==> config.mk <==
export PLATFORM = sky130hd
export DESIGN_NAME = regfile_sb
export DESIGN_NICKNAME = d
export VERILOG_FILES = /design/src/rtl/regfile_pkg.sv /design/src/rtl/busy_scoreboard.sv /design/src/rtl/regfile_sb.sv
export SDC_FILE = /design/constraint.sdc
export NUM_CORES = 1
export LEC_CHECK = 0
export CORE_MARGIN = 1.5
export CORE_UTILIZATION = 52
export CTS_CLUSTER_DIAMETER = 40
export CTS_CLUSTER_SIZE = 14
export DETAILED_ROUTE_END_ITERATION = 6
export GPL_TIMING_DRIVEN = 0
export PLACE_DENSITY = 0.78
export RECOVER_POWER = 100
export SLEW_MARGIN = 20
export SYNTH_ARGS = -nofsm -noshare
export SYNTH_HDL_FRONTEND = slang
export SYNTH_SLANG_ARGS = --single-unit
export TNS_END_PERCENT = 100
==> constraint.sdc <==
create_clock -name clk -period 6.6 [get_ports clk]
set_input_delay 0.66 -clock clk [delete_from_list [all_inputs] [get_ports clk]]
set_output_delay 0.66 -clock clk [all_outputs]
set_load 0.1 [all_outputs]
==> src/rtl/regfile_pkg.sv <==
// Shared constants and helpers for the regfile_sb register file and its busy-bit scoreboard.
package regfile_pkg;

  localparam int unsigned DefaultDataBits    = 32;
  localparam int unsigned DefaultAddressBits = 4;

  // One extra bit so the count can reach WORDS when every register is busy.
  function automatic int unsigned busy_cnt_bits(input int unsigned addr_bits);
    return addr_bits + 1;
  endfunction

endpackage

==> src/rtl/busy_scoreboard.sv <==
// Busy-bit scoreboard: per-register busy flags, set/clear/flush priority, popcount and RAW lookup.
// Build option REGFILE_ZERO_REG_EN keeps busy[0] permanently clear.
module busy_scoreboard
  import regfile_pkg::*;
#(
  parameter int unsigned AddrBits = DefaultAddressBits,
  parameter int unsigned Words    = 1 << AddrBits
) (
  input  logic                                 clk_i,
  input  logic                                 rst_ni,
  input  logic [AddrBits-1:0]                  r_addr1_i,
  input  logic                                 r_use1_i,
  input  logic [AddrBits-1:0]                  r_addr2_i,
  input  logic                                 r_use2_i,
  input  logic [AddrBits-1:0]                  w_addr_i,
  input  logic                                 wrt_en_i,
  input  logic [AddrBits-1:0]                  iss_addr_i,
  input  logic                                 iss_en_i,
  input  logic                                 flush_i,
  output logic                                 hazard_o,
  output logic [Words-1:0]                     busy_vec_o,
  output logic [busy_cnt_bits(AddrBits)-1:0]   busy_cnt_o
);

  localparam int unsigned CntBits = busy_cnt_bits(AddrBits);

  logic [Words-1:0]   busy_q, busy_d;
  logic [Words-1:0]   wb_clear, iss_set;
  logic [CntBits-1:0] cnt_q, cnt_d;
  logic               byp1, byp2;
  logic               hazard;
  logic               iss_ok;

  // A writeback to the operand in the same cycle resolves the dependency.
  always_comb begin
    byp1   = wrt_en_i && (w_addr_i == r_addr1_i);
    byp2   = wrt_en_i && (w_addr_i == r_addr2_i);
    hazard = (r_use1_i && busy_q[r_addr1_i] && !byp1) ||
             (r_use2_i && busy_q[r_addr2_i] && !byp2);
  end

  assign hazard_o = hazard;

  always_comb begin
    iss_ok   = iss_en_i && !hazard && !flush_i;
    wb_clear = '0;
    iss_set  = '0;
    if (wrt_en_i) begin
      wb_clear[w_addr_i] = 1'b1;
    end
    if (iss_ok) begin
      iss_set[iss_addr_i] = 1'b1;
    end
`ifdef REGFILE_ZERO_REG_EN
    iss_set[0] = 1'b0;
`endif
    // Set is ORed in last so it wins over a same-address clear; flush already blocked the set.
    busy_d = (busy_q & ~wb_clear & ~{Words{flush_i}}) | iss_set;
    cnt_d  = '0;
    for (int unsigned i = 0; i < Words; i++) begin
      cnt_d = cnt_d + CntBits'(busy_d[i]);
    end
  end

  always_ff @(posedge clk_i or negedge rst_ni) begin
    if (!rst_ni) begin
      busy_q <= '0;
      cnt_q  <= '0;
    end else begin
      busy_q <= busy_d;
      cnt_q  <= cnt_d;
    end
  end

  assign busy_vec_o = busy_q;
  assign busy_cnt_o = cnt_q;

endmodule

==> src/rtl/regfile_sb.sv <==
// 2-read/1-write register file with same-cycle write bypass and an integrated busy scoreboard.
// Build option REGFILE_ZERO_REG_EN hardwires register 0 to zero (never written, never busy).
module regfile_sb
  import regfile_pkg::*;
#(
  parameter int unsigned DATA_BITS    = DefaultDataBits,
  parameter int unsigned ADDRESS_BITS = DefaultAddressBits,
  parameter int unsigned WORDS        = 1 << ADDRESS_BITS
) (
  input  logic                                     clk,
  input  logic                                     rst_n,
  input  logic [ADDRESS_BITS-1:0]                  r_addr1,
  input  logic                                     r_use1,
  output logic [DATA_BITS-1:0]                     d_out1,
  input  logic [ADDRESS_BITS-1:0]                  r_addr2,
  input  logic                                     r_use2,
  output logic [DATA_BITS-1:0]                     d_out2,
  input  logic [ADDRESS_BITS-1:0]                  w_addr,
  input  logic [DATA_BITS-1:0]                     d_in,
  input  logic                                     wrt_en,
  input  logic [ADDRESS_BITS-1:0]                  iss_addr,
  input  logic                                     iss_en,
  input  logic                                     flush,
  output logic                                     hazard,
  output logic [WORDS-1:0]                         busy_vec,
  output logic [busy_cnt_bits(ADDRESS_BITS)-1:0]   busy_cnt
);

  logic [DATA_BITS-1:0] mem_q [WORDS];
  logic                 wr_ok;

  always_comb begin
`ifdef REGFILE_ZERO_REG_EN
    wr_ok = wrt_en && (w_addr != '0);
`else
    wr_ok = wrt_en;
`endif
  end

  always_ff @(posedge clk or negedge rst_n) begin
    if (!rst_n) begin
      for (int i = 0; i < int'(WORDS); i++) begin
        mem_q[i] <= '0;
      end
    end else if (wr_ok) begin
      mem_q[w_addr] <= d_in;
    end
  end

  always_comb begin
    d_out1 = mem_q[r_addr1];
    d_out2 = mem_q[r_addr2];
    if (wr_ok && (w_addr == r_addr1)) begin
      d_out1 = d_in;
    end
    if (wr_ok && (w_addr == r_addr2)) begin
      d_out2 = d_in;
    end
`ifdef REGFILE_ZERO_REG_EN
    if (r_addr1 == '0) begin
      d_out1 = '0;
    end
    if (r_addr2 == '0) begin
      d_out2 = '0;
    end
`endif
  end

  busy_scoreboard #(
    .AddrBits (ADDRESS_BITS),
    .Words    (WORDS)
  ) u_busy_scoreboard (
    .clk_i      (clk),
    .rst_ni     (rst_n),
    .r_addr1_i  (r_addr1),
    .r_use1_i   (r_use1),
    .r_addr2_i  (r_addr2),
    .r_use2_i   (r_use2),
    .w_addr_i   (w_addr),
    .wrt_en_i   (wrt_en),
    .iss_addr_i (iss_addr),
    .iss_en_i   (iss_en),
    .flush_i    (flush),
    .hazard_o   (hazard),
    .busy_vec_o (busy_vec),
    .busy_cnt_o (busy_cnt)
  );

endmodule

==> qor.yml, run 1 <==
outcome:
  outcome: "finished, violations left"
  violated_checks: "capacitance limit, slew limit"
clocking:
  clkTransAtPathRegs_ns: 0.05
  cts.sink_count: 533
  cts-htree-levels: 3
  post_cts_buffers: 0
  clock_insertion_delay_worst_skew_ns: 0.60
  clock_path_buffers: 3
  cts_made_buffers: 77
  clock_tree_from_tritoncts: "yes"
  library_cell_used_as_clock_root_buffer: "sky130_fd_sc_hd__clkbuf_16"
critical_path:
  critical-path-max-stage-delay_ns: 0.87
  critical_path_maximum_fanout: 10
  critical-path-slowest-cell: "sky130_fd_sc_hd__clkbuf_1"
  crit_path_cell_trace: "clkdlybuf4s50_1 -> nand3b_1 -> nand2b_1 -> clkbuf_1 -> clkbuf_1 -> nand3b_1 -> o31ai_1 -> ha_1 -> fa_1 -> fa_1 -> fa_1 -> inv_1 -> fa_1 -> inv_1 -> fa_1 -> fa_1 -> a21oi_1 -> nor2b_1"
  worstSetupStartpointType: "input pin"
  cp_data_arrival_time_ns: 6.84
  cell_seen_most_often_among_critical_path_stages: "sky130_fd_sc_hd__fa_1"
  criticalPathCategory: "in2reg"
  setup.worst_path.end_class: "register"
  req_time_crit_path_ns: 7.08
timing:
  transition_time_of_the_tightest_slew_check_pin_ns: 3.14
  layout_min_cycle_time_ns: 6.36
  final_worst_setup_slack_ns: 0.241
  slew_headroom: -1.10
  timing.final.setup_violations: 0
  clock_skew_ns: 0.0183
  hold_viol: 0
  rsz_0062_raised_after_global_routing: "false"
  timing.final.crit_share: 0.964
  timing.final.max_slew_violations: 241
  peak_freq_mhz: 157
final_layout:
  area_growth_pct: 17.3
  layout.cells.most_common_list: "sky130_fd_sc_hd__mux2_2, sky130_fd_sc_hd__dfrtp_1, sky130_fd_sc_hd__mux4_2"
  drive_gt1_frac: 0.525
  layout_commonest_cell: "sky130_fd_sc_hd__mux2_2"
  design.final.nets: 2020
  finalNonFillerCells: 2758
  insertedDiodeCount: 0
power_and_ir_drop:
  clock_power_share: 0.343
  power.share.sequential: 0.365
  switching_power_uw: 4140
  power_density_nw_per_um2: 367
  swShare: 0.332
  finalPower_uw: 12500
  max-vdd-ir-drop_mv: 0.237
  share_comb_of_total_power: 0.292
  internal_power_uw: 8330
  reported_leakage_power_uw: 0.0139
yosys:
  yosys_warnings: 0
  netlist_area_um2: 29000
  synth_largest_type_area_fraction: 0.460
  post_synth_main_area_contributors: "sky130_fd_sc_hd__dfrtp_1, sky130_fd_sc_hd__mux4_2, sky130_fd_sc_hd__mux2_2"
  async_reset_ff_frac: 1.00
  synth_edf_count: 0
  netlist.top_cell.by_area: "sky130_fd_sc_hd__dfrtp_1"
  ys_ff_latch: 533
  synth_fp_nets: 1805
  postSynthAreaPerCell_um2: 16.7
  postSynthCellCount: 1735
  ys_dominant_reg_cell: "sky130_fd_sc_hd__dfrtp_1"
  synth_seq_area_share: 0.460
  synthDistinctLibCells: 37
drt:
  wl_per_cell_um: 30.2
  detail_route.wirelength_um: 83300
  vias: 18400
  ant_nets: 0
  drt_pre_antenna_iters: 5
  route.detailed.drc: 0
  route.detailed.vias_per_inst: 6.68
  drt_iter0_drc: 1823
global_route:
  grt_antenna_before_repair: 3
  grt_start_max_net_pins: 106
  grt_pass1_wl_um: 126000
  grtUsageTotal: 0.301
  global_route.overflow_total: 0
  first_global_vias: 19700
place:
  place_congestion: 0.899
  numPortBuffers: 129
  placement.setup.worst_slack_ns: -0.337
  numPlacedInstances: 2617
  post-dp-hpwl_um: 54700
worst_hold_path:
  hold_class: "reg2reg"
floorplan:
  die_area_um2: 57100
  initial_utilization: 0.526
  num_rows: 86
  fp.coreArea_um2: 55100
  chipHeight_um: 239
  design.portCount: 141
  dieWidth_um: 239
run:
  max-cap-violations: 3
-- routing by layer --
layer	global-route usage	share of wire
met4	0.129	0.041
met5	0	0.00038
met2	0.476	0.49
met3	0.0755	0.082
met1	0.398	0.39
-- power groups by stage --
stage / logic, uW / clock network (uW) / registers, uW
after global placement: 3590 / 0 / 4490
after CTS: 3690 / 4310 / 4530
after detailed placement: 3670 / 0 / 4580
after global routing: 3790 / 4460 / 4640
final: 3640 / 4280 / 4550
after floorplan: 2850 / 0 / 4420
-- registers in the layout, indices dropped and copies added, names as in the netlist --
name / cells
mem_q: 512
u_busy_scoreboard.busy_vec_o: 16
u_busy_scoreboard.busy_cnt_o: 5
-- cells by family after synthesis --
group | share of synthesized area
and+or+nand+nor | 0.0120
muxes | 0.481
buffers and inverters | 0.0263
adders and majority gates | 0.00907
xor gates and xnor gates | 0.00302
DFF | 0.460
AOI/OAI and AO/OA | 0.00821
-- synthesized netlist by cell type, types with 4 or more instances --
cell / n
sky130_fd_sc_hd__nand2_1: 6
sky130_fd_sc_hd__clkbuf_1: 129
sky130_fd_sc_hd__buf_2: 26
sky130_fd_sc_hd__nand2b_1: 13
sky130_fd_sc_hd__nor2_1: 12
sky130_fd_sc_hd__ha_1: 5
sky130_fd_sc_hd__xnor2_1: 6
sky130_fd_sc_hd__xor2_1: 4
sky130_fd_sc_hd__buf_1: 13
sky130_fd_sc_hd__mux2_2: 545
sky130_fd_sc_hd__fa_1: 10
sky130_fd_sc_hd__mux4_2: 327
sky130_fd_sc_hd__buf_6: 5
sky130_fd_sc_hd__nand3b_1: 12
sky130_fd_sc_hd__o32a_1: 4
sky130_fd_sc_hd__inv_1: 7
sky130_fd_sc_hd__mux2_1: 36
sky130_fd_sc_hd__o32ai_1: 9
sky130_fd_sc_hd__dfrtp_1: 533
sky130_fd_sc_hd__o31ai_1: 6
-- final timing paths --
| kind | from | endpoint | slack, ns | cells after the start |
|---|---|---|---|---|
| setup reg to reg | u_busy_scoreboard.busy_vec_o[12] | u_busy_scoreboard.busy_cnt_o[4] | 0.58 | 17 |
| setup / recovery | w_addr[1] | u_busy_scoreboard.busy_cnt_o[4] | 0.24 | 18 |
| min in group asynchronous | rst_n | u_busy_scoreboard.busy_cnt_o[0] | 1.65 | 2 |
| max in group asynchronous | rst_n | mem_q[330] | 1.32 | 4 |
| hold / removal | mem_q[250] | mem_q[250] | 0.52 | 1 |
| hold reg to reg | mem_q[250] | mem_q[250] | 0.52 | 1 |
-- layout make-up --
| cell class | instances | area, um2 |
|---|---|---|
| well taps | 748 | 936 |
| fillers | 3956 | 21100 |
| flip-flops and latches | 533 | 13300 |
| inverters | 7 | 26.3 |
| plain buffers | 175 | 738 |
| clock buffers | 85 | 2070 |
| multi-input cells | 1020 | 14900 |
| repair buffers | 136 | 1400 |
| clock inverters | 54 | 602 |
-- metrics by stage --
| step | TNS (ns) | hold slack (ns) | utilization | instance area, um2 |
|---|---|---|---|---|
| after global routing | 0 | 0.533 | 0.617 | 34000 |
| after CTS | 0 | 0.516 | 0.618 | 34000 |
| after floorplan | 0 | 0.364 | - | 29000 |
| after detailed placement | -0.888 | 0.503 | 0.569 | 31300 |
| after global placement | -9530.41 | 0.486 | 0.566 | 31200 |
| final | 0 | 0.517 | 0.617 | 34000 |
-- timing repair --
action / in CTS / in global routing
resized for setup: 0 / 1
hold buffers: 1 / 0
hold endpoints to repair: 2 / 0
setup endpoints to repair: 0 / 1
-- worst max-delay path, delay by kind of cell --
family / cells / cell delay (ns)
buffers and inverters: 5 / 2.15
adders and majority gates: 7 / 3.12
AOI/OAI and AO/OA: 2 / 0.30
and+or+nand+nor: 4 / 0.60
Note: power is estimated with default switching activity, not from simulation.
==> run 2: changes to the inputs <==
==> constraint.sdc (replaced) <==
create_clock -name clk -period 7.8 [get_ports clk]
set_input_delay 0.78 -clock clk [delete_from_list [all_inputs] [get_ports clk]]
set_output_delay 0.78 -clock clk [all_outputs]
set_load 0.1 [all_outputs]
==> run 2 against run 1 <==
The run still ends with capacitance limit, slew limit left. Setup slack better by 0.74 ns. Clock power down 15%. Clock skew up 0.0045 ns. First-iteration DRC count down 1.6%. Register-to-register slack better by 1.3 ns. Via count up 0.50%. Largest power group unchanged. Highest routed layer unchanged.
==> qor.yml, run 2 (synthesis gave the netlist of run 1 again) <==
outcome:
  outcome: "finished, violations left"
  violated_checks: "capacitance limit, slew limit"
run:
  max-cap-violations: 4
clocking:
  clock_path_buffers: 3
  cts_made_buffers: 77
  cts_hold_buf: 0
  clock_insertion_delay_worst_skew_ns: 0.60
  cts-htree-levels: 3
  clkTransAtPathRegs_ns: 0.05
  library_cell_used_as_clock_root_buffer: "sky130_fd_sc_hd__clkbuf_16"
  post_cts_sizing_count: 0
  cts.sink_count: 533
  post_cts_buffers: 0
  clock_tree_from_tritoncts: "yes"
drt:
  drt_pre_antenna_iters: 5
  detail_route.wirelength_um: 83400
  ant_nets: 0
  drt_iter0_drc: 1793
  wl_per_cell_um: 30.2
  route.detailed.vias_per_inst: 6.72
  vias: 18500
  route.detailed.drc: 0
global_route:
  grt_pass1_wl_um: 126000
  first_global_vias: 19700
  grt_start_max_net_pins: 106
  use_met2: 0.476
  met3_demand_to_capacity_share_in_global_routing: 0.0755
  groute.layer.met1.usage: 0.398
  grt_busiest_layer: "met2"
  grt_antenna_before_repair: 3
  grtUsageTotal: 0.301
  global_route.overflow_total: 0
place:
  place_congestion: 0.899
  placement.setup.worst_slack_ns: 0.743
  numPortBuffers: 129
  post-dp-hpwl_um: 54700
timing:
  timing.final.setup_violations: 0
  slew_headroom: -1.19
  clock_skew_ns: 0.0229
  hold_viol: 0
  peak_freq_mhz: 147
  transition_time_of_the_tightest_slew_check_pin_ns: 3.29
  timing.final.crit_share: 0.874
  layout_min_cycle_time_ns: 6.82
  final_worst_setup_slack_ns: 0.980
  hold-worst-slack_ns: 0.516
  timing.final.max_slew_violations: 357
  rsz_0062_raised_after_global_routing: "false"
critical_path:
  cp_data_arrival_time_ns: 7.30
  crit_path_cell_trace: "dlygate4sd3_1 -> xor2_1 -> nor4_2 -> o32ai_1 -> clkbuf_1 -> o31ai_1 -> ha_1 -> fa_1 -> fa_1 -> fa_1 -> inv_1 -> fa_1 -> inv_1 -> fa_1 -> fa_1 -> a21oi_1 -> nor2b_1"
  criticalPathCategory: "in2reg"
  worstSetupStartpointType: "input pin"
  worstRegToRegCells: 17
  critical-path-max-stage-delay_ns: 1.07
  r2r_start: "u_busy_scoreboard.busy_vec_o[12]"
  cell_seen_most_often_among_critical_path_stages: "sky130_fd_sc_hd__fa_1"
  critical-path-slowest-cell: "sky130_fd_sc_hd__nor4_2"
  crit_buf_inv: 4
  req_time_crit_path_ns: 8.28
  critical_path_maximum_fanout: 10
  worstSetupEndpoint: "u_busy_scoreboard.busy_cnt_o[4]"
  worstReg2RegEnd: "u_busy_scoreboard.busy_cnt_o[4]"
  ff2ff_setup_slack_ns: 1.84
  setup.worst_path.end_class: "register"
  critPathTopFamily: "adder cells"
  timing.critical_path.depth: 17
  crit_path_start: "w_addr[1]"
power_and_ir_drop:
  internal_power_uw: 7040
  swShare: 0.332
  power_density_nw_per_um2: 311
  max-vdd-ir-drop_mv: 0.201
  share_comb_of_total_power: 0.291
  clock_power_share: 0.343
  power.share.sequential: 0.366
  switching_power_uw: 3500
  reported_leakage_power_uw: 0.0138
worst_hold_path:
  hold_class: "reg2reg"
final_layout:
  insertedDiodeCount: 0
  drive_gt1_frac: 0.525
  design.final.nets: 2019
  layout_commonest_cell: "sky130_fd_sc_hd__mux2_2"
  layout.cells.most_common_list: "sky130_fd_sc_hd__mux2_2, sky130_fd_sc_hd__dfrtp_1, sky130_fd_sc_hd__mux4_2"
  max_flop_register: "mem_q"
  area_growth_pct: 17.1
  largest_register_ffs: 512
  fillCellCount: 3960
floorplan:
  design.portCount: 141
  die_area_um2: 57100
  num_rows: 86
  chipHeight_um: 239
  dieWidth_um: 239
  fp.coreArea_um2: 55100
  initial_utilization: 0.526
-- run 2: changes by cell type in the layout (fill, tap and decap cells not counted), moves of 2 or more --
cell	before	now
sky130_fd_sc_hd__buf_1	5	8
sky130_fd_sc_hd__buf_16	3	1
sky130_fd_sc_hd__clkbuf_1	135	133
sky130_fd_sc_hd__clkdlybuf4s50_1	45	41
sky130_fd_sc_hd__dlygate4sd3_1	84	87
-- run 2: routing by layer --
metal,share of wire,up-vias,routed length (um)
met5,0.00038,-,32
met3,0.086,219,7190
li1,-,7291,-
met2,0.48,916,40300
met4,0.042,6,3510
met1,0.39,10100,32300
-- run 2: worst min path at each step --
stage | start | endpoint | slack, ns | cells after the start
floorplan | rst_n | mem_q[0] | 0.48 | 0
global placement | mem_q[254] | mem_q[254] | 0.49 | 1
detailed placement | mem_q[253] | mem_q[253] | 0.50 | 1
CTS | rst_n | mem_q[348] | 0.12 | 1
global route | mem_q[384] | mem_q[384] | 0.53 | 1
finish | mem_q[250] | mem_q[250] | 0.52 | 1
-- run 2: metrics by stage --
step / power [uW] / cells / area, um2 / utilization / TNS, ns
5_1_grt: 10900 / 2757 / 33900 / 0.616 / 0
4_1_cts: 10600 / 2756 / 34000 / 0.617 / 0
6_report: 10500 / 2757 / 33900 / 0.616 / 0
3_3_place_gp: 6840 / 2612 / 31200 / 0.566 / -8954.15
2_1_floorplan: 6150 / 1735 / 29000 / - / 0
3_5_place_dp: 6980 / 2617 / 31300 / 0.569 / 0
-- run 2: final cells by class --
cell class	count	area, um2	area share
multi-input cells	1020	14900	0.438
flip-flops and latches	533	13300	0.393
clock buffers	85	2070	0.0611
repair buffers	135	1350	0.0398
well taps	748	936	0.0276
plain buffers	175	731	0.0215
clock inverters	54	602	0.0177
inverters	7	26.3	0.000775
-- run 2: power groups by stage --
| stage | clock network [uW] | registers (uW) | logic (uW) |
|---|---|---|---|
| final | 3620 | 3850 | 3070 |
| after global placement | 0 | 3800 | 3030 |
| after CTS | 3650 | 3840 | 3130 |
| after detailed placement | 0 | 3870 | 3100 |
| after floorplan | 0 | 3740 | 2410 |
| after global routing | 3770 | 3920 | 3200 |
==> run 3: changes to the inputs <==
--- a/config.mk
+++ b/config.mk
@@ -5,13 +5,15 @@
 export SDC_FILE = /design/constraint.sdc
 export NUM_CORES = 1
 export LEC_CHECK = 0
+export CELL_PAD_IN_SITES_DETAIL_PLACEMENT = 1
+export CELL_PAD_IN_SITES_GLOBAL_PLACEMENT = 1
 export CORE_MARGIN = 1.5
 export CORE_UTILIZATION = 52
 export CTS_CLUSTER_DIAMETER = 40
 export CTS_CLUSTER_SIZE = 14
 export DETAILED_ROUTE_END_ITERATION = 6
 export GPL_TIMING_DRIVEN = 0
-export PLACE_DENSITY = 0.78
+export PLACE_DENSITY = 0.88
 export RECOVER_POWER = 100
 export SLEW_MARGIN = 20
 export SYNTH_ARGS = -nofsm -noshare
==> run 3 against run 2 <==
The run still ends with capacitance limit, slew limit left. First-iteration DRC count is 26% higher. Total power is 5.3% higher. Core utilization is 0.47 points higher. Cell area is 0.77% higher. Non-clock buffer count stayed put. Largest cell class unchanged. Critical path type unchanged.
==> qor.yml, run 3 (synthesis gave the netlist of run 1 again) <==
outcome:
  outcome: "finished, violations left"
  violated_checks: "capacitance limit, slew limit"
timing:
  hold-worst-slack_ns: 0.526
  rsz_0062_raised_after_global_routing: "false"
  clock_skew_ns: 0.0118
  timing.final.crit_share: 0.867
  timing.final.setup_violations: 0
  transition_time_of_the_tightest_slew_check_pin_ns: 3.83
  layout_min_cycle_time_ns: 6.76
  hold_viol: 0
  slew_headroom: -1.55
  timing.final.max_slew_violations: 275
  peak_freq_mhz: 148
floorplan:
  fp.coreArea_um2: 55100
  die_area_um2: 57100
  num_rows: 86
  dieWidth_um: 239
  design.portCount: 141
  chipHeight_um: 239
  initial_utilization: 0.526
clocking:
  clock_tree_from_tritoncts: "yes"
  clock_path_buffers: 3
  cts-htree-levels: 3
  clock_insertion_delay_worst_skew_ns: 0.63
  cts_hold_buf: 0
  cts.sink_count: 533
  library_cell_used_as_clock_root_buffer: "sky130_fd_sc_hd__clkbuf_16"
  post_cts_buffers: 0
  clkTransAtPathRegs_ns: 0.05
  post_cts_sizing_count: 0
  cts_made_buffers: 84
global_route:
  grt_start_max_net_pins: 91
  grtUsageTotal: 0.383
  grt_pass1_wl_um: 157000
  grt_antenna_before_repair: 3
  global_route.overflow_total: 0
  first_global_vias: 22600
drt:
  vias: 20200
  detail_route.wirelength_um: 107000
  wl_per_cell_um: 38.4
  route.detailed.drc: 0
  drt_iter0_drc: 2261
  drt_pre_antenna_iters: 7
  route.detailed.vias_per_inst: 7.26
  ant_nets: 0
critical_path:
  ff2ff_setup_slack_ns: 1.58
  req_time_crit_path_ns: 8.32
  criticalPathCategory: "in2reg"
  setup.worst_path.end_class: "register"
  cp_data_arrival_time_ns: 7.28
  worstRegToRegCells: 17
  worstReg2RegEnd: "u_busy_scoreboard.busy_cnt_o[4]"
  r2r_start: "u_busy_scoreboard.busy_vec_o[9]"
  worstSetupStartpointType: "input pin"
  critical_path_maximum_fanout: 10
final_layout:
  max_flop_register: "mem_q"
  layout_commonest_cell: "sky130_fd_sc_hd__dfrtp_1"
  finalNonFillerCells: 2775
  layout.cells.most_common_list: "sky130_fd_sc_hd__dfrtp_1, sky130_fd_sc_hd__mux2_2, sky130_fd_sc_hd__mux4_2"
  finish.instance_area_um2: 34200
  design.final.nets: 2026
  fillCellCount: 4781
  area_growth_pct: 17.9
  drive_gt1_frac: 0.500
  largest_register_ffs: 512
place:
  placed_area_um2: 31400
  place_congestion: 0.868
  numPortBuffers: 129
  numPlacedInstances: 2618
  post-dp-hpwl_um: 62700
power_and_ir_drop:
  power_density_nw_per_um2: 325
  reported_leakage_power_uw: 0.0139
  finalPower_uw: 11100
  max-vdd-ir-drop_mv: 0.216
worst_hold_path:
  min_to: "mem_q[246]"
  timing.hold.worst.start: "mem_q[246]"
  hold_class: "reg2reg"
  hold_path_depth: 1
run:
  max-cap-violations: 4
==> run 3: changes by cell type in the layout (fill, tap and decap cells not counted), moves of 3 or more <==
cell                              delta
sky130_fd_sc_hd__clkbuf_2            -3
sky130_fd_sc_hd__clkbuf_8            +5
sky130_fd_sc_hd__clkinv_4            +8
sky130_fd_sc_hd__mux2_2             -46
sky130_fd_sc_hd__clkbuf_16           +7
sky130_fd_sc_hd__buf_1               -4
sky130_fd_sc_hd__inv_6              -10
sky130_fd_sc_hd__mux2_1             +46
sky130_fd_sc_hd__clkdlybuf4s50_1     +3
sky130_fd_sc_hd__dlygate4sd3_1       -3
sky130_fd_sc_hd__clkbuf_1           +14
sky130_fd_sc_hd__clkinvlp_4          +3
==> run 3: power breakdown <==
part	internal (uW)	leakage (uW)	switching (uW)
registers	3390	0.00657	606
logic	1430	0.00599	1800
clock network	2360	0.00138	1510
==> run 3: worst max-delay path: stages <==
cell	delay [ns]
sky130_fd_sc_hd__dlygate4sd3_1	0.77
sky130_fd_sc_hd__nand3b_1	0.27
sky130_fd_sc_hd__nand2b_1	0.17
sky130_fd_sc_hd__clkbuf_1	0.53
sky130_fd_sc_hd__clkbuf_1	0.86
sky130_fd_sc_hd__nand3b_1	0.18
sky130_fd_sc_hd__o31ai_1	0.14
sky130_fd_sc_hd__ha_1	0.30
sky130_fd_sc_hd__fa_1	0.51
sky130_fd_sc_hd__fa_1	0.47
sky130_fd_sc_hd__fa_1	0.51
sky130_fd_sc_hd__inv_1	0.05
sky130_fd_sc_hd__fa_1	0.48
sky130_fd_sc_hd__inv_1	0.05
sky130_fd_sc_hd__fa_1	0.43
sky130_fd_sc_hd__fa_1	0.49
sky130_fd_sc_hd__a21oi_1	0.20
sky130_fd_sc_hd__nor2b_1	0.07
==> run 3: per-layer routing <==
| metal | share of wire | vias to the layer above | track usage |
|---|---|---|---|
| met3 | 0.095 | 478 | 0.102 |
| met4 | 0.065 | 4 | 0.236 |
| met2 | 0.49 | 1436 | 0.620 |
| met1 | 0.35 | 10900 | 0.461 |
| li1 | - | 7311 | - |
| met5 | 0.00021 | - | 0 |
==> run 3: area by class of cell <==
cell class	count	area (um2)	share of cell area
Tap cell	748	936	0.0274
Clock inverter	50	531	0.0155
Inverter	7	26.3	0.000769
Buffer	175	737	0.0216
Timing Repair Buffer	135	1390	0.0406
Multi-Input combinational cell	1020	14900	0.435
Antenna cell	1	2.50	0.0000732
Sequential cell	533	13300	0.390
Clock buffer	106	2350	0.0687
==> run 3: through the flow <==
| step | utilization | setup WS, ns | TNS (ns) |
|---|---|---|---|
| after floorplan | - | 1.62 | 0 |
| after global placement | 0.566 | -16.91 | -8959.59 |
| after detailed placement | 0.569 | 0.573 | 0 |
| after CTS | 0.622 | 1.08 | 0 |
| after global routing | 0.620 | 0.502 | 0 |
| final | 0.620 | 1.04 | 0 |
==> run 3: how the worst max path moves through the flow <==
stage	start	end	slack, ns	cells after the start
finish	w_addr[1]	u_busy_scoreboard.busy_cnt_o[4]	1.04	18
global route	rst_n	mem_q[181]	0.50	3
CTS	w_addr[1]	u_busy_scoreboard.busy_cnt_o[4]	1.08	17
detailed placement	w_addr[1]	u_busy_scoreboard.busy_cnt_o[4]	0.57	17
global placement	rst_n	mem_q[15]	-16.91	1
floorplan	u_busy_scoreboard.busy_vec_o[13]	u_busy_scoreboard.busy_cnt_o[4]	1.62	17
